<file path="src/rtl/alu_nibble_sequencer_if.sv">
// alu_nibble_sequencer_if: request, response and ALU-side buses of the nibble sequencer.
// rsp_zero exists only when ALU_SEQ_ZERO_FLAG_EN is defined.
interface alu_nibble_sequencer_if #(parameter int NIBBLES = 4);
  localparam int W = 4 * NIBBLES;
  logic         req_valid;
  logic         req_ready;
  logic [W-1:0] req_a;
  logic [W-1:0] req_b;
  logic [3:0]   req_s;
  logic         req_m;
  logic         req_cin;
  logic         rsp_valid;
  logic         rsp_ready;
  logic [W-1:0] rsp_r;
  logic         rsp_cout;
`ifdef ALU_SEQ_ZERO_FLAG_EN
  logic         rsp_zero;
`endif
  logic [3:0]   alu_a;
  logic [3:0]   alu_b;
  logic [3:0]   alu_s;
  logic         alu_m;
  logic         alu_pin;
  logic [3:0]   alu_r;
  logic         alu_pout;
`ifdef ALU_SEQ_ZERO_FLAG_EN
  modport slave (
    input  req_valid, req_a, req_b, req_s, req_m, req_cin, rsp_ready, alu_r, alu_pout,
    output req_ready, rsp_valid, rsp_r, rsp_cout, rsp_zero, alu_a, alu_b, alu_s, alu_m, alu_pin
  );
  modport master (
    output req_valid, req_a, req_b, req_s, req_m, req_cin, rsp_ready, alu_r, alu_pout,
    input  req_ready, rsp_valid, rsp_r, rsp_cout, rsp_zero, alu_a, alu_b, alu_s, alu_m, alu_pin
  );
`else
  modport slave (
    input  req_valid, req_a, req_b, req_s, req_m, req_cin, rsp_ready, alu_r, alu_pout,
    output req_ready, rsp_valid, rsp_r, rsp_cout, alu_a, alu_b, alu_s, alu_m, alu_pin
  );
  modport master (
    output req_valid, req_a, req_b, req_s, req_m, req_cin, rsp_ready, alu_r, alu_pout,
    input  req_ready, rsp_valid, rsp_r, rsp_cout, alu_a, alu_b, alu_s, alu_m, alu_pin
  );
`endif
endinterface

</file>
<file path="src/rtl/alu_nibble_sequencer.sv">
// alu_nibble_sequencer: issues a wide op to a 4-bit ALU one nibble per cycle, LSB first, chaining carry.
// Optional registered zero flag on rsp_zero when ALU_SEQ_ZERO_FLAG_EN is defined.
module alu_nibble_sequencer #(parameter int NIBBLES = 4) (
  input logic clk,
  input logic rst_n,
  alu_nibble_sequencer_if.slave bus
);
  localparam int W  = 4 * NIBBLES;
  localparam int IW = NIBBLES > 1 ? $clog2(NIBBLES) : 1;
  typedef enum logic [1:0] {IDLE, RUN, DONE} state_t;
  state_t state, state_nxt;
  logic [W-1:0]  a_q, b_q, r_q, r_nxt;
  logic [3:0]    s_q;
  logic          m_q, cin_q, carry_q;
  logic [IW-1:0] idx;
  logic          last, run;
  assign last = idx == IW'(NIBBLES - 1);
  assign run  = state == RUN;
  always_ff @(posedge clk or negedge rst_n)
    if (!rst_n) state <= IDLE;
    else state <= state_nxt;
  always_comb begin
    state_nxt = state == IDLE ? (bus.req_valid ? RUN : IDLE)
              : state == RUN  ? (last ? DONE : RUN)
              : (bus.rsp_ready ? IDLE : DONE);
    r_nxt = r_q;
    r_nxt[{idx, 2'b00} +: 4] = bus.alu_r;
  end
  always_ff @(posedge clk or negedge rst_n)
    if (!rst_n) begin
      a_q     <= '0;
      b_q     <= '0;
      s_q     <= '0;
      m_q     <= 1'b0;
      cin_q   <= 1'b0;
      carry_q <= 1'b0;
      r_q     <= '0;
      idx     <= '0;
    end else begin
      if (state == IDLE && bus.req_valid) begin
        a_q   <= bus.req_a;
        b_q   <= bus.req_b;
        s_q   <= bus.req_s;
        m_q   <= bus.req_m;
        cin_q <= bus.req_cin;
        idx   <= '0;
      end
      if (run) begin
        r_q     <= r_nxt;
        carry_q <= bus.alu_pout;
        idx     <= last ? idx : idx + IW'(1);
      end
    end
`ifdef ALU_SEQ_ZERO_FLAG_EN
  logic zero_q;
  always_ff @(posedge clk or negedge rst_n)
    if (!rst_n) zero_q <= 1'b1;
    else if (run && last) zero_q <= ~|r_nxt;
  assign bus.rsp_zero = zero_q;
`endif
  assign bus.req_ready = state == IDLE;
  assign bus.rsp_valid = state == DONE;
  assign bus.rsp_r     = r_q;
  assign bus.rsp_cout  = carry_q;
  // ALU drive is forced to zero outside RUN; carry is chained regardless of mode
  assign bus.alu_a   = run ? a_q[{idx, 2'b00} +: 4] : 4'h0;
  assign bus.alu_b   = run ? b_q[{idx, 2'b00} +: 4] : 4'h0;
  assign bus.alu_s   = run ? s_q : 4'h0;
  assign bus.alu_m   = run & m_q;
  assign bus.alu_pin = run & (idx == '0 ? cin_q : carry_q);
endmodule

</file>
<file path="src/flat_wrapper.sv">
// flat-port wrapper written by rule: the top's interface ports become plain ports
module alu_nibble_sequencer_flat 
#(parameter int NIBBLES = 4)
  (clk, rst_n, bus_req_valid, bus_req_a, bus_req_b, bus_req_s, bus_req_m, bus_req_cin, bus_rsp_ready, bus_alu_r, bus_alu_pout, bus_req_ready, bus_rsp_valid, bus_rsp_r, bus_rsp_cout, bus_alu_a, bus_alu_b, bus_alu_s, bus_alu_m, bus_alu_pin);
  alu_nibble_sequencer_if #(.NIBBLES(NIBBLES)) bus_i ();
  input logic clk;
  input logic rst_n;
  input wire logic [$bits(bus_i.req_valid)-1:0] bus_req_valid;
  input wire logic [$bits(bus_i.req_a)-1:0] bus_req_a;
  input wire logic [$bits(bus_i.req_b)-1:0] bus_req_b;
  input wire logic [$bits(bus_i.req_s)-1:0] bus_req_s;
  input wire logic [$bits(bus_i.req_m)-1:0] bus_req_m;
  input wire logic [$bits(bus_i.req_cin)-1:0] bus_req_cin;
  input wire logic [$bits(bus_i.rsp_ready)-1:0] bus_rsp_ready;
  input wire logic [$bits(bus_i.alu_r)-1:0] bus_alu_r;
  input wire logic [$bits(bus_i.alu_pout)-1:0] bus_alu_pout;
  output wire logic [$bits(bus_i.req_ready)-1:0] bus_req_ready;
  output wire logic [$bits(bus_i.rsp_valid)-1:0] bus_rsp_valid;
  output wire logic [$bits(bus_i.rsp_r)-1:0] bus_rsp_r;
  output wire logic [$bits(bus_i.rsp_cout)-1:0] bus_rsp_cout;
  output wire logic [$bits(bus_i.alu_a)-1:0] bus_alu_a;
  output wire logic [$bits(bus_i.alu_b)-1:0] bus_alu_b;
  output wire logic [$bits(bus_i.alu_s)-1:0] bus_alu_s;
  output wire logic [$bits(bus_i.alu_m)-1:0] bus_alu_m;
  output wire logic [$bits(bus_i.alu_pin)-1:0] bus_alu_pin;
  assign bus_i.req_valid = bus_req_valid;
  assign bus_i.req_a = bus_req_a;
  assign bus_i.req_b = bus_req_b;
  assign bus_i.req_s = bus_req_s;
  assign bus_i.req_m = bus_req_m;
  assign bus_i.req_cin = bus_req_cin;
  assign bus_i.rsp_ready = bus_rsp_ready;
  assign bus_i.alu_r = bus_alu_r;
  assign bus_i.alu_pout = bus_alu_pout;
  assign bus_req_ready = bus_i.req_ready;
  assign bus_rsp_valid = bus_i.rsp_valid;
  assign bus_rsp_r = bus_i.rsp_r;
  assign bus_rsp_cout = bus_i.rsp_cout;
  assign bus_alu_a = bus_i.alu_a;
  assign bus_alu_b = bus_i.alu_b;
  assign bus_alu_s = bus_i.alu_s;
  assign bus_alu_m = bus_i.alu_m;
  assign bus_alu_pin = bus_i.alu_pin;
  alu_nibble_sequencer #(.NIBBLES(NIBBLES)) u_core (.clk(clk), .rst_n(rst_n), .bus(bus_i));
endmodule
</file>
<file path="config.mk">
export PLATFORM = sky130hd
export DESIGN_NAME = alu_nibble_sequencer_flat
export DESIGN_NICKNAME = d
export VERILOG_FILES = /design/src/rtl/alu_nibble_sequencer_if.sv /design/src/rtl/alu_nibble_sequencer.sv /design/src/flat_wrapper.sv
export SDC_FILE = /design/constraint.sdc
export NUM_CORES = 1
export LEC_CHECK = 0
export ABC_AREA = 1
export BUFFER_PORTS_ARGS = -buffer_cell sky130_fd_sc_hd__buf_2
export CAP_MARGIN = 20
export CORE_MARGIN = 2
export CORE_UTILIZATION = 45
export CTS_CLUSTER_DIAMETER = 80
export DETAILED_ROUTE_END_ITERATION = 16
export GPL_TIMING_DRIVEN = 0
export PLACE_DENSITY = 0.84
export SETUP_SLACK_MARGIN = 0.5
export SYNTH_ARGS = -nofsm -noshare
export SYNTH_HDL_FRONTEND = slang
export SYNTH_SLANG_ARGS = --single-unit
</file>
<file path="constraint.sdc">
create_clock -name clk -period 1.48 [get_ports clk]
set_input_delay 0.222 -clock clk [delete_from_list [all_inputs] [get_ports clk]]
set_output_delay 0.222 -clock clk [all_outputs]
set_load 0.005 [all_outputs]
</file>
* After elaboration in Yosys (flattened, before gate mapping) *
Cells that the tools add are included.
W data, S select, Z words.

storage, ports and cells
  register bits = 59
  bits of input ports = 47
  output and inout bits = 33
  word-level logic and storage cells = 39

operators by class
  $add $sub $neg = 2
  eq/ne operators = 4
  shift-type cells = 4
  multiplexer cells = 13
  bitwise logic cells = 2
  reductions and logical operators = 5

operators with widths
  cell                      count
  $shiftx A16 B5 Y4         2
  $bwmux W16                1
  $shift A4 B6 Y16 const A  1
  $shiftx A4 B6 Y16         1
  $mux W2                   7
  $mux W4                   3
  $neg A4 Y6                1
  $eq A2 B2 Y1 const B      2
  $logic_not A2 Y1          2
  $add A2 B1 Y2 const B     1
  $and A1 B1 Y1             2
  $eq A2 B1 Y1 const B      1
  $mux W1                   2
  $ne A2 B2 Y1 const B      1
  $reduce_and A2 Y1         1
  $reduce_bool A2 Y1        1
  $logic_and A1 B1 Y1       1

* Longest topological paths before layout *
Gate-level depths: netlist of the first run.

  depth after elaboration = 4
  depth in mapped cells = 9
  mapped depth without buffers = 7

* Worst setup path before layout of the first run *
Ideal clock, no wire load.

  kind = flip-flop to flip-flop
  start point = reg u_core.idx[0]
  end point = reg u_core.r_q[0], in the netlist u_core.bus.rsp_r[0]
  setup time = 0.065 ns
  data arrival time = 1.553 ns
  required time = 1.415 ns
  slack = -0.138 ns
  stages on the path, launching flop included = 10
  buffers on the path = 2
  clock period less this slack = 1.618 ns
  cell sequence = dfrtp_1 -> buf_2 -> inv_1 -> buf_2 -> ha_1 -> inv_1 -> nand3_1 -> nor2_1 -> nand2_1 -> nand2_1

between the ends
  longest elaborated chain between the ends = 3
  elaborated cells between the ends (all ways) = 4
  classes of those cells = 1 x add/sub; 2 x shift; 1 x mux

ends and longest elaborated chain
  item                                                   line                        source
  start, declared                                        alu_nibble_sequencer.sv:15  logic [IW-1:0] idx;
  start signal, assigned                                 alu_nibble_sequencer.sv:51  idx <= last ? idx : idx + IW'(1);
  $neg A4 Y6 *                                           alu_nibble_sequencer.sv:27  r_nxt[{idx, 2'b00} +: 4] = bus.alu_r;
  $shiftx A4 B6 Y16 or $shift A4 B6 Y16 (tied branches)  alu_nibble_sequencer.sv:27
  $bwmux W16 *                                           alu_nibble_sequencer.sv:27
  end signal, assigned                                   alu_nibble_sequencer.sv:49  r_q <= r_nxt;
  end, declared                                          alu_nibble_sequencer.sv:12  logic [W-1:0] a_q, b_q, r_q, r_nxt;

Every way passes the cells marked *; elsewhere a longest branch is shown, timed or not.
A chain may end at the register's enable or synchronous reset.

* Worst setup path in the final report of the first run *
  start point = reg u_core.idx[0]
  end point = out bus_alu_b[2]

between the ends
  longest elaborated chain between the ends = 2

ends and longest elaborated chain
  item               line                        source
  $shiftx A16 B5 Y4  alu_nibble_sequencer.sv:67  assign bus.alu_b = run ? b_q[{idx, 2'b00} +: 4] : 4'h0;
  $mux W4            alu_nibble_sequencer.sv:67
  end, declared      flat_wrapper.sv:22          output wire logic [$bits(bus_i.alu_b)-1:0] bus_alu_b;

No other way between the ends.

==> summary.md, run 1 <==
| Metric | Value |
|---|---|
| Placement Setup Slack | `-0.0341 ns` |
| Distinct cells, synth | `18` |
| Synth top area share | `between 50% and 60%` |
| Top FF cell, synth | `dfrtp_1` |
| CP startpoint kind | `flop` |
| Worst Hold Class | `in -> async` |
| Die X | `83.8 um` |
| Row cnt | `29` |
| Final core utilization | `75.3%` |
| Commonest cells in the netlist | `nand2_1, dfrtp_1, nor2_1, inv_1, a21oi_1` |
| Die Area | `0.00703 mm^2` |
| Pwr Total | `11.3 mW` |
| Sequential group share of total power | `a little under a quarter` |
| CP endpoint kind | `output pin` |
| HPWL after detailed placement | `just over 5000 um` |
| Min Hold Slack | `-0.0887 ns` |
| DRT iter0 DRCs | `between 300 and 400` |
| TritonCTS sink count | `59` |
| Clock-pin slew on the worst setup and hold paths | `0.08 ns` |
| Post-synth EDFFs | `0` |
| RSZ-0062 raised after global routing | `yes` |
| Clk_lat worst skew | `approximately 0.35 ns` |
| All-Layer GR Usage | `27.6%` |
| Number of diodes | `0` |
| Num CTS Buffers | `9` |
| Leak | `approximately 2.4 nW` |
| Floorplan core area | `0.00624 mm^2` |
| CP Class | `reg -> out` |
| Fmax | `between 0.5 and 0.6 GHz` |
| Post-Syn Area | `roughly 0.0029 mm^2` |
| Combinational share of power | `62.6%` |
| Initial antenna violation count | `0` |
| Port Buf Inserts | `79` |
| Gr ovfl total | `0` |
| Die height | `83.8 um` |
| Clk_skew | `0.0127 ns` |
| # Max-Cap Violations | `0` |
| CTS H-tree lvls | `3` |
| First-pass GRT wire length | `15000 um` |
| Area Growth Syn to Fin | `63.9%` |
| Net Sw Power | `just over 5 mW` |
| Nets | `between 500 and 600` |
| Final hold violations | `28` |
| Final min period | `1.81 ns` |
| CTS max path bufs | `2` |
| Fin crit share | `122%` |
| Power Internal | `~6.2 mW` |
| Cells after Synth | `353` |
| Vias per inst | `5.70` |
| Sequential area share after synthesis | `around 51%` |
| I/O pins | `80` |
| Starting density of the core | `46.0%` |
| Clock share of power | `13.5%` |
| DR pass1 iterations | `7` |
| Largest net degree at the start of global routing | `32` |
| Leading area contributor after synthesis | `dfrtp_1` |
| CTS tree | `yes` |
| Power per Cell Area | `2390 mW/mm^2` |
| Crit path DAT | `1.59 ns` |
| Sum of buffers and inverters on the critical path | `4` |
| Syn_nets | `405` |
| Max VDD drop | `1.41 mV` |
| Slew HR | `53.5%` |
| CTS root buf | `clkbuf_8` |
| GPL Wtd Cong | `between 0.8 and 0.9` |
| Worst slew pin tran | `0.697 ns` |
| Yosys reg bits | `59` |
| Violated checks | `negative hold slack, negative setup slack` |
| Ranking of synthesized cells by area | `dfrtp_1, nand2_1, nor2_1` |
| Syn_area_per_cell | `8.12 um^2` |
| Post-synthesis async set-or-reset flop share | `100%` |
| Final Slew Violations | `0` |
| Most frequent cell after synthesis | `nand2_1` |
| Critical Path Slowest Stage Cell | `dfrtp_1` |
| Synth warnings | `0` |
| Number of routed nets with antenna violations | `0` |
| Net Sw Frac | `between 40% and 50%` |
| Top delay family on crit path | `buffers and inverters` |
| Layout cells sized above 1 | `56.9%` |
| Detailed Route WL | `roughly 11000 um` |
| CP required | `1.26 ns` |
| Post-route worst setup slack | `-0.331 ns` |
| Peak fanout along the critical path | `10` |
| DRC violations left | `0` |
| Run status | `finished with violations` |
| CP Cell Sequence | `buf_6 > inv_8 > buf_4 > nand2_1 > nand3_1 > a21oi_2 > buf_2` |
| Slowest stage delay, CP | `approximately 0.37 ns` |
| Final count of negative-setup-slack endpoints | `57` |
| Routed len/inst | `19.8 um` |
| Number of global-route vias before repair | `2990` |
| Via count | `3232` |
[power by group through the flow]
| stage | logic, mW | registers, mW | clock network, mW |
|---|---|---|---|
| 5_1_grt | 7.39 | 2.71 | 1.58 |
| 3_5_place_dp | 4.29 | 2.66 | 0 |
| 2_1_floorplan | 3.12 | 2.61 | 0 |
| 4_1_cts | 5.58 | 2.58 | 1.48 |
| 6_report | 7.05 | 2.68 | 1.52 |
| 3_3_place_gp | 4.19 | 2.62 | 0 |
[state kept, by name, summed over array words and instances (netlist names)]
name,cells
u_core.cin_q,1
u_core.idx,2
u_core.bus.rsp_r,16
u_core.bus.rsp_cout,1
u_core.s_q,4
u_core.m_q,1
u_core.state,2
u_core.a_q,16
u_core.b_q,16
[cells by family after synthesis]
family,count (synthesis),synth area share [%]
AO/OA/AOI/OAI,47,10.6
adder cells (fa/ha/maj),5,2.18
buffers and inverters,64,9.82
flip-flops,59,51.5
AND/OR/NAND/NOR,178,26.0
[cells in the final DEF (no fill, tap or decap), types with 3 or more instances in the layout]
cell type and count:
nand3_4 3, buf_2 78, nand2_2 17, nand2_1 76, clkbuf_8 10, buf_6 13
a21oi_2 35, nand2_4 6, buf_12 8, a21oi_1 3, clkinv_2 3, clkbuf_16 4
a21oi_4 8, inv_1 42, ha_4 3, buf_8 3, dfrtp_1 57, buf_4 29
nor2_2 12, nand3_1 10, nor2_4 22, inv_4 3, nand3_2 10, nor2_1 19
[layout make-up]
type | instances | area [um^2]
clock buffers | 11 | 141
fillers | 360 | 1540
inverters | 50 | 219
well taps | 77 | 96.3
multi-input cells | 230 | 1650
clock inverters | 5 | 52.6
repair buffers | 121 | 850
plain buffers | 14 | 210
flip-flops and latches | 59 | 1480
[final timing paths]
kind                                 startpoint                    to  slack [ns]  depth (start not counted)
max reg2reg                       u_core.idx[0]  u_core.bus.rsp_r[11]       -0.26                         10
min reg2reg                u_core.bus.rsp_r[13]  u_core.bus.rsp_r[13]        0.48                          2
max                               u_core.idx[0]          bus_alu_b[2]       -0.33                          7
min                                       rst_n         u_core.a_q[6]       -0.09                          1
min in group clk                  bus_rsp_ready       u_core.state[1]        0.04                          2
max in group asynchronous                 rst_n       u_core.state[0]        0.93                          2
[metal layers]
| metal | vias up | GRT usage [%] | part of all wire, % |
|---|---|---|---|
| met3 | 77 | 5.54 | 8.4 |
| met2 | 277 | 45.0 | 48 |
| met1 | 1529 | 34.2 | 38 |
| li1 | 1349 | - | - |
| met4 | 0 | 15.2 | 5.8 |
| met5 | - | 0 | 0 |
[per-stage QoR]
step	hold WS (ns)	setup TNS, ns	cells	instance area (um^2)
floorplan	-0.0736	0	353	3080
global placement	0.416	-0.0949	509	3570
detailed placement	0.303	-0.136	510	3590
CTS	-0.0634	-3.87	555	4280
global route	-0.0438	-8.31	567	4700
finish	-0.0887	-6.77	567	4700
[what timing repair did]
| item | CTS | global route |
|---|---|---|
| cloned | 0 | 4 |
| setup buffers | 29 | 8 |
| setup endpoints to repair | 92 | 92 |
| resized for setup | 74 | 59 |
| hold endpoints to repair | 28 | 28 |
| pin swaps | 27 | 32 |
No activity file was read; power rests on OpenSTA's default activity.
==> run 2: changes to the inputs <==
--- a/config.mk
+++ b/config.mk
@@ -8,12 +8,14 @@
 export ABC_AREA = 1
 export BUFFER_PORTS_ARGS = -buffer_cell sky130_fd_sc_hd__buf_2
 export CAP_MARGIN = 20
+export CELL_PAD_IN_SITES_DETAIL_PLACEMENT = 2
+export CELL_PAD_IN_SITES_GLOBAL_PLACEMENT = 2
 export CORE_MARGIN = 2
-export CORE_UTILIZATION = 45
+export CORE_UTILIZATION = 27
 export CTS_CLUSTER_DIAMETER = 80
 export DETAILED_ROUTE_END_ITERATION = 16
 export GPL_TIMING_DRIVEN = 0
-export PLACE_DENSITY = 0.84
+export PLACE_DENSITY = 0.87
 export SETUP_SLACK_MARGIN = 0.5
 export SYNTH_ARGS = -nofsm -noshare
 export SYNTH_HDL_FRONTEND = slang
==> run 2 against run 1 <==
Effect of this change:
- routed wire length grew 45%
- clock skew grew 0.016 ns
- sequential share of layout area shrank 1.3 points
- design area grew 4.4%
- die area grew 63%
- largest cell class unchanged
- critical path depth shrank 1
- via count shrank 3.5%
- global-route usage shrank 4.3 points
- core utilization shrank 28 points
- critical endpoint is now bus_alu_b[3]
- the flow still finishes with violations (negative hold slack, negative setup slack)
==> summary.md, run 2 (synthesized netlist as in run 1, its figures left out) <==
| Metric | Value |
|---|---|
| Final core utilization | `47.5% (-28 points)` |
| Power Internal | `6.39 mW (+2.7%)` |
| FF-to-FF path depth | `8 (-2)` |
| Area Growth Syn to Fin | `71.0%` |
| Final count of negative-setup-slack endpoints | `73 (+28%)` |
| Vias per inst | `4.92 (-14%)` |
| Most frequent cells in the layout | `buf_2, nand2_1, dfrtp_1` |
| CTS H-tree lvls | `3 (unchanged)` |
| Nets | `543 (+1.1%)` |
| Post-route worst setup slack | `-0.416 ns (-0.0855 ns)` |
| Slew HR | `44.5% (-9.0 points)` |
| Worst slew pin tran | `0.832 ns (+0.135 ns)` |
| Row cnt | `37 (+28%)` |
| Die X | `107 um (+28%)` |
| Clock share of power | `12.5% (-1.0 points)` |
| Reg2reg setup slack | `-0.26 ns (about the same)` |
| Num CTS Buffers | `9 (unchanged)` |
| CP Class | `reg -> out` |
| Run status | `finished with violations` |
| RSZ-0062 raised after global routing | `yes` |
| Port Buf Inserts | `79 (unchanged)` |
| Violated checks | `negative hold slack, negative setup slack` |
| Power per Cell Area | `2500 mW/mm^2 (+4.2%)` |
| Final Slew Violations | `0 (unchanged)` |
| DR pass1 iterations | `4 (-3)` |
| DRT iter0 DRCs | `156 (-53%)` |
| R2R Path End | `u_core.b_q[10]` |
| Initial antenna violation count | `2 (+2)` |
| Gr ovfl total | `0 (unchanged)` |
| Routed len/inst | `25.7 um (+30%)` |
| Die height | `107 um (+28%)` |
| Clk_skew | `0.0287 ns (+0.0160 ns)` |
| Via count | `3120 (-3.5%)` |
| Die Area | `0.0115 mm^2 (+63%)` |
| Leak | `2.48 nW (+1.7%)` |
| TritonCTS sink count | `59 (unchanged)` |
| Detailed Route WL | `16300 um (+45%)` |
| Worst Hold Class | `in -> async` |
| Sequential group share of total power | `22.8% (-1.0 points)` |
| Final min period | `1.90 ns (+0.0855 ns)` |
| HPWL after detailed placement | `7380 um (+45%)` |
| Min Hold Slack | `-0.0804 ns (+0.00838 ns)` |
| Layout cells sized above 1 | `58.7% (+1.7 points)` |
| Combinational share of power | `64.7% (+2.1 points)` |
| Max VDD drop | `0.820 mV (-42%)` |
| # Max-Cap Violations | `0 (unchanged)` |
| CP required | `1.26 ns (about the same)` |
| Clock-pin slew on the worst setup and hold paths | `0.10 ns (+0.02 ns)` |
| CP startpoint kind | `flop` |
| Crit path DAT | `1.67 ns (+0.08 ns)` |
| Peak fanout along the critical path | `10 (unchanged)` |
| Crit Reg-Reg Startpoint | `u_core.state[0]` |
| Fin crit share | `128% (+5.8 points)` |
| Net Sw Power | `5.85 mW (+16%)` |
| Final hold violations | `32 (+14%)` |
| CTS tree | `yes` |
| All-Layer GR Usage | `23.3% (-4.3 points)` |
| Pwr Total | `12.2 mW (+8.8%)` |
| Starting density of the core | `27.8% (-18 points)` |
| Floorplan core area | `0.0103 mm^2 (+65%)` |
| Clk_lat worst skew | `0.40 ns (+0.05 ns)` |
| Number of routed nets with antenna violations | `0 (unchanged)` |
| Net Sw Frac | `47.8% (+3.1 points)` |
| Commonest non-fill, non-tap cell in the layout | `buf_2` |
| CTS root buf | `clkbuf_8` |
| Placement Setup Slack | `-0.118 ns (-0.0842 ns)` |
| CP endpoint kind | `output pin` |
| DRC violations left | `0 (unchanged)` |
| Fmax | `0.527 GHz (-4.5%)` |
| First-pass GRT wire length | `19500 um (+30%)` |
| Number of global-route vias before repair | `3415 (+14%)` |
| CTS max path bufs | `2 (unchanged)` |
| Largest net degree at the start of global routing | `34 (+6.3%)` |
| I/O pins | `80 (unchanged)` |
| GPL Wtd Cong | `0.785 (-6.9%)` |
run 2: changes by cell type in the layout (fill, tap and decap cells not counted), sizes merged:
cell	before	now
buf	131	134
bufinv	1	0
diode	0	2
clkinvlp	2	1
clkbuf	15	20
nand2	100	101
clkinv	4	3
run 2: worst max path at each step:
stage / startpoint / to / slack [ns]
2_1_floorplan: u_core.idx[0] / u_core.bus.rsp_r[0] / 0.14
3_3_place_gp: rst_n / u_core.state[0] / -0.07
3_5_place_dp: u_core.idx[0] / u_core.bus.rsp_r[10] / -0.12
4_1_cts: u_core.idx[0] / bus_alu_a[1] / -0.28
5_1_grt: u_core.idx[0] / bus_alu_b[3] / -0.46
6_report: u_core.idx[0] / bus_alu_b[3] / -0.42
run 2: timing repair:
item | CTS | global route
pin swaps | 16 | 23
cloned | 0 | 7
gates resized for setup | 40 | 105
hold endpoints to repair | 32 | 21
endpoints found under the setup margin | 92 | 92
setup buffers | 24 | 16
run 2: cell type report:
type,instances,area (um^2)
Tap cell,136,170
Sequential cell,59,1480
Buffer,14,221
Inverter,50,216
Clock inverter,2,10.0
Fill cell,1103,5420
Multi-Input combinational cell,231,1710
Clock buffer,14,163
Timing Repair Buffer,126,926
Antenna cell,2,5.00
run 2: through the flow:
step | hold WS [ns] | TNS (ns) | cell area [um^2] | cells
floorplan | -0.0736 | 0 | 3080 | 353
global placement | 0.422 | -0.626 | 3640 | 568
detailed placement | 0.363 | -1.24 | 3660 | 569
CTS | -0.0330 | -4.33 | 4160 | 609
global route | -0.0347 | -13.54 | 4900 | 634
finish | -0.0804 | -11.44 | 4900 | 634
run 2: worst max-delay path, stage by stage (launching register included):
cell,delay [ns]
dfrtp_1,0.40
buf_6,0.15
buf_6,0.15
nand2_1,0.11
nand3_2,0.15
a21oi_2,0.20
buf_2,0.14
run 2: power groups by stage:
| stage | sequential (mW) | combinational, mW | clock, mW |
|---|---|---|---|
| 2_1_floorplan | 2.61 | 3.12 | 0 |
| 3_3_place_gp | 2.63 | 4.34 | 0 |
| 3_5_place_dp | 2.70 | 4.60 | 0 |
| 4_1_cts | 2.65 | 5.61 | 1.40 |
| 5_1_grt | 2.81 | 8.35 | 1.58 |
| 6_report | 2.79 | 7.92 | 1.52 |
run 2: routing by layer:
| metal | up-vias | GRT usage (%) | part of all wire (%) |
|---|---|---|---|
| li1 | 1361 | - | - |
| met1 | 1644 | 26.9 | 42 |
| met2 | 84 | 40.7 | 51 |
| met3 | 31 | 4.50 | 3.3 |
| met4 | 0 | 11.9 | 3.4 |
| met5 | - | 0 | 0 |
==> run 3: changes to the inputs <==
--- a/config.mk
+++ b/config.mk
@@ -5,17 +5,16 @@
 export SDC_FILE = /design/constraint.sdc
 export NUM_CORES = 1
 export LEC_CHECK = 0
-export ABC_AREA = 1
 export BUFFER_PORTS_ARGS = -buffer_cell sky130_fd_sc_hd__buf_2
 export CAP_MARGIN = 20
 export CELL_PAD_IN_SITES_DETAIL_PLACEMENT = 2
 export CELL_PAD_IN_SITES_GLOBAL_PLACEMENT = 2
 export CORE_MARGIN = 2
-export CORE_UTILIZATION = 27
+export CORE_UTILIZATION = 30
 export CTS_CLUSTER_DIAMETER = 80
 export DETAILED_ROUTE_END_ITERATION = 16
 export GPL_TIMING_DRIVEN = 0
-export PLACE_DENSITY = 0.87
+export PLACE_DENSITY = 0.86
 export SETUP_SLACK_MARGIN = 0.5
 export SYNTH_ARGS = -nofsm -noshare
 export SYNTH_HDL_FRONTEND = slang
==> run 3 against run 2 <==
Effect of this change:
- the flow still finishes with violations (negative hold slack, negative setup slack)
- register-to-register slack worse by 0.19 ns
- routed wire length down 28%
- hold slack worse by 0.081 ns
- clock skew down 0.021 ns
- critical path depth unchanged
- sequential power up 9.0%
- design area down 3.0%
- first-iteration DRC count down 42%
- die area down 14%
- combinational power down 5.6%
- clock-buffer cell count down 5
- power down 2.8%
- largest power group unchanged
- highest routed layer unchanged
==> summary.md, run 3 <==
| Metric | Value |
|---|---|
| Sequential area share after synthesis | `54.2% (+2.7 points)` |
| Area Growth Syn to Fin | `74.7%` |
| Synth top area share | `54.2% (+2.7 points)` |
| Placed inst area | `0.00341 mm^2 (-7.0%)` |
| Final count of negative-setup-slack endpoints | `72 (-1.4%)` |
| FF-to-FF path depth | `5 (-3)` |
| DR pass1 iterations | `4 (unchanged)` |
| Layout cells sized above 1 | `71.2% (+13 points)` |
| CP Cell Sequence | `buf_6 > buf_12 > buf_6 > mux2i_2 > o22ai_2 > buf_2` |
| Syn_nets | `265 (-35%)` |
| CP Class | `reg -> out` |
| Setup TNS | `-18.64 ns (-7.19 ns)` |
| First-pass GRT wire length | `15800 um (-19%)` |
| Starting density of the core | `31.1% (+3.3 points)` |
| GPL Wtd Cong | `0.761 (-3.0%)` |
| Most common cell on crit path | `buf_6` |
| Placement Setup Slack | `-0.555 ns (-0.437 ns)` |
| Fmax | `0.505 GHz (-4.2%)` |
| CP endpoint kind | `output pin` |
| HPWL after detailed placement | `5890 um (-20%)` |
| CP startpoint kind | `flop` |
| Min Hold Slack | `-0.161 ns (-0.0810 ns)` |
| Cells after Synth | `213 (-40%)` |
| Post-route worst setup slack | `-0.499 ns (-0.0826 ns)` |
| Die height | `99.3 um (-7.2%)` |
| CTS H-tree lvls | `3 (unchanged)` |
| Peak fanout along the critical path | `9 (-1)` |
| Commonest cells in the netlist | `dfrtp_1, mux2_1, mux2i_1, inv_1, o32ai_1` |
| DRC violations left | `0 (unchanged)` |
| Most frequent cells in the layout | `buf_2, dfrtp_1, mux2_4` |
| Clk_skew | `0.00746 ns (-0.0212 ns)` |
| Distinct cells, synth | `30 (+12)` |
| CP required | `1.26 ns (about the same)` |
| R2R Path End | `u_core.bus.rsp_r[15]` |
| Worst Hold Class | `in -> async` |
| Num CTS Buffers | `9 (unchanged)` |
| Crit path DAT | `1.76 ns (+0.09 ns)` |
| Syn_area_per_cell | `12.8 um^2 (+57%)` |
| Commonest non-fill, non-tap cell in the layout | `buf_2` |
| DRT iter0 DRCs | `90 (-42%)` |
| Detailed Route WL | `11800 um (-28%)` |
| Number of routed nets with antenna violations | `0 (unchanged)` |
| Post-synth EDFFs | `0 (unchanged)` |
| CTS root buf | `clkbuf_8` |
| Top FF cell, synth | `dfrtp_1` |
| Final Slew Violations | `0 (unchanged)` |
| Number of diodes | `0 (-2)` |
| Pwr Total | `11.9 mW (-2.8%)` |
| All-Layer GR Usage | `21.4% (-1.9 points)` |
| Reg2reg setup slack | `-0.45 ns (-0.19 ns)` |
| Post-Syn Area | `0.00273 mm^2 (-5.0%)` |
| Final min period | `1.98 ns (+0.0826 ns)` |
| Post-synthesis async set-or-reset flop share | `100% (unchanged)` |
| # Max-Cap Violations | `0 (unchanged)` |
| Critical Path Slowest Stage Cell | `dfrtp_1` |
| Crit Reg-Reg Startpoint | `u_core.idx[1]` |
| Fin crit share | `134% (+5.6 points)` |
| Port Buf Inserts | `79 (unchanged)` |
| Vias per inst | `5.04 (+2.5%)` |
| Most frequent cell after synthesis | `dfrtp_1` |
| RSZ-0062 raised after global routing | `yes` |
| Final hold violations | `20 (-38%)` |
| Nets | `415 (-24%)` |
| Power per Cell Area | `2500 mW/mm^2 (+0.15%)` |
| Initial antenna violation count | `0 (-2)` |
| Routed len/inst | `24.8 um (-3.7%)` |
| Row cnt | `34 (-8.1%)` |
| Max VDD drop | `1.00 mV (+22%)` |
| Clock-pin slew on the worst setup and hold paths | `0.07 ns (-0.03 ns)` |
| Worst slew pin tran | `0.531 ns (-0.301 ns)` |
| Largest net degree at the start of global routing | `40 (+18%)` |
| Leading area contributor after synthesis | `dfrtp_1` |
| Die X | `99.3 um (-7.2%)` |
| Synth warnings | `0 (unchanged)` |
| CTS tree | `yes` |
| TritonCTS sink count | `59 (unchanged)` |
| Filler instances | `822 (-25%)` |
| Slowest stage delay, CP | `0.38 ns (-0.02 ns)` |
| Die Area | `0.00986 mm^2 (-14%)` |
| Via count | `2401 (-23%)` |
| Run status | `finished with violations` |
| CTS max path bufs | `2 (unchanged)` |
| Gr ovfl total | `0 (unchanged)` |
| Floorplan core area | `0.00876 mm^2 (-15%)` |
| Clk_lat worst skew | `0.35 ns (-0.05 ns)` |
| Leak | `2.26 nW (-9.0%)` |
| Ranking of synthesized cells by area | `dfrtp_1, mux2_1, mux2i_1` |
| Yosys reg bits | `59 (unchanged)` |
| Number of global-route vias before repair | `2773 (-19%)` |
| Finished Cell Area | `0.00476 mm^2 (-3.0%)` |
| Slew HR | `64.6% (+20 points)` |
| Violated checks | `negative hold slack, negative setup slack` |
| I/O pins | `80 (unchanged)` |
==> run 3: cell type report <==
class | count | area [um^2] | area share, %
multi-input cells | 128 | 1690 | 35.5
flip-flops and latches | 59 | 1480 | 31.1
repair buffers | 139 | 1040 | 21.8
plain buffers | 11 | 168 | 3.52
well taps | 108 | 135 | 2.84
clock buffers | 9 | 124 | 2.60
inverters | 15 | 67.6 | 1.42
clock inverters | 7 | 53.8 | 1.13
==> run 3: how the worst max path moves through the flow <==
stage / slack (ns) / depth (start not counted) / endpoint / start
floorplan: -0.34 / 7 / u_core.bus.rsp_r[6] / u_core.idx[0]
global placement: -0.49 / 7 / u_core.bus.rsp_r[15] / u_core.idx[0]
detailed placement: -0.56 / 7 / u_core.bus.rsp_r[15] / u_core.idx[0]
CTS: -0.39 / 4 / bus_alu_a[2] / u_core.idx[1]
global route: -0.54 / 6 / bus_alu_a[1] / u_core.idx[0]
finish: -0.50 / 6 / bus_alu_a[1] / u_core.idx[0]
==> run 3: repair_timing <==
action	CTS	global route
gates resized for setup	108	44
pin swaps	16	6
setup buffers	34	21
gates cloned	3	1
endpoints found under the hold margin	20	20
endpoints found under the setup margin	92	92
==> run 3: kinds of logic after synthesis <==
| logic type | share of synthesized area (%) |
|---|---|
| buffers and inverters | 3.99 |
| adders and majority gates | 2.30 |
| AOI/OAI and AO/OA | 8.54 |
| DFF | 54.2 |
| muxes | 22.4 |
| and+or+nand+nor | 8.63 |
==> run 3: per-stage QoR <==
step | std cells | util [%]
2_1_floorplan | 213 | -
3_3_place_gp | 400 | 38.6
3_5_place_dp | 401 | 38.9
4_1_cts | 454 | 49.7
5_1_grt | 476 | 54.3
6_report | 476 | 54.3
==> run 3: report_power, final <==
group | switching, mW | total [mW] | internal (mW)
Combinational | 3.19 | 7.48 | 4.30
Sequential | 0.641 | 3.04 | 2.40
Clock | 0.756 | 1.37 | 0.614
==> run 3: routing by layer <==
| metal | routed length, um | track usage [%] |
|---|---|---|
| met3 | 656 | 7.24 |
| met2 | 6420 | 38.3 |
| met4 | 212 | 6.64 |
| met5 | 0 | 0 |
| met1 | 4510 | 24.0 |
==> run 3: critical path, delay by kind of cell, from the launching register on <==
| kind | cells | cell delay [ns] |
|---|---|---|
| flops | 1 | 0.38 |
| compound gates | 1 | 0.12 |
| mux | 1 | 0.31 |
| buf+inv | 4 | 0.60 |
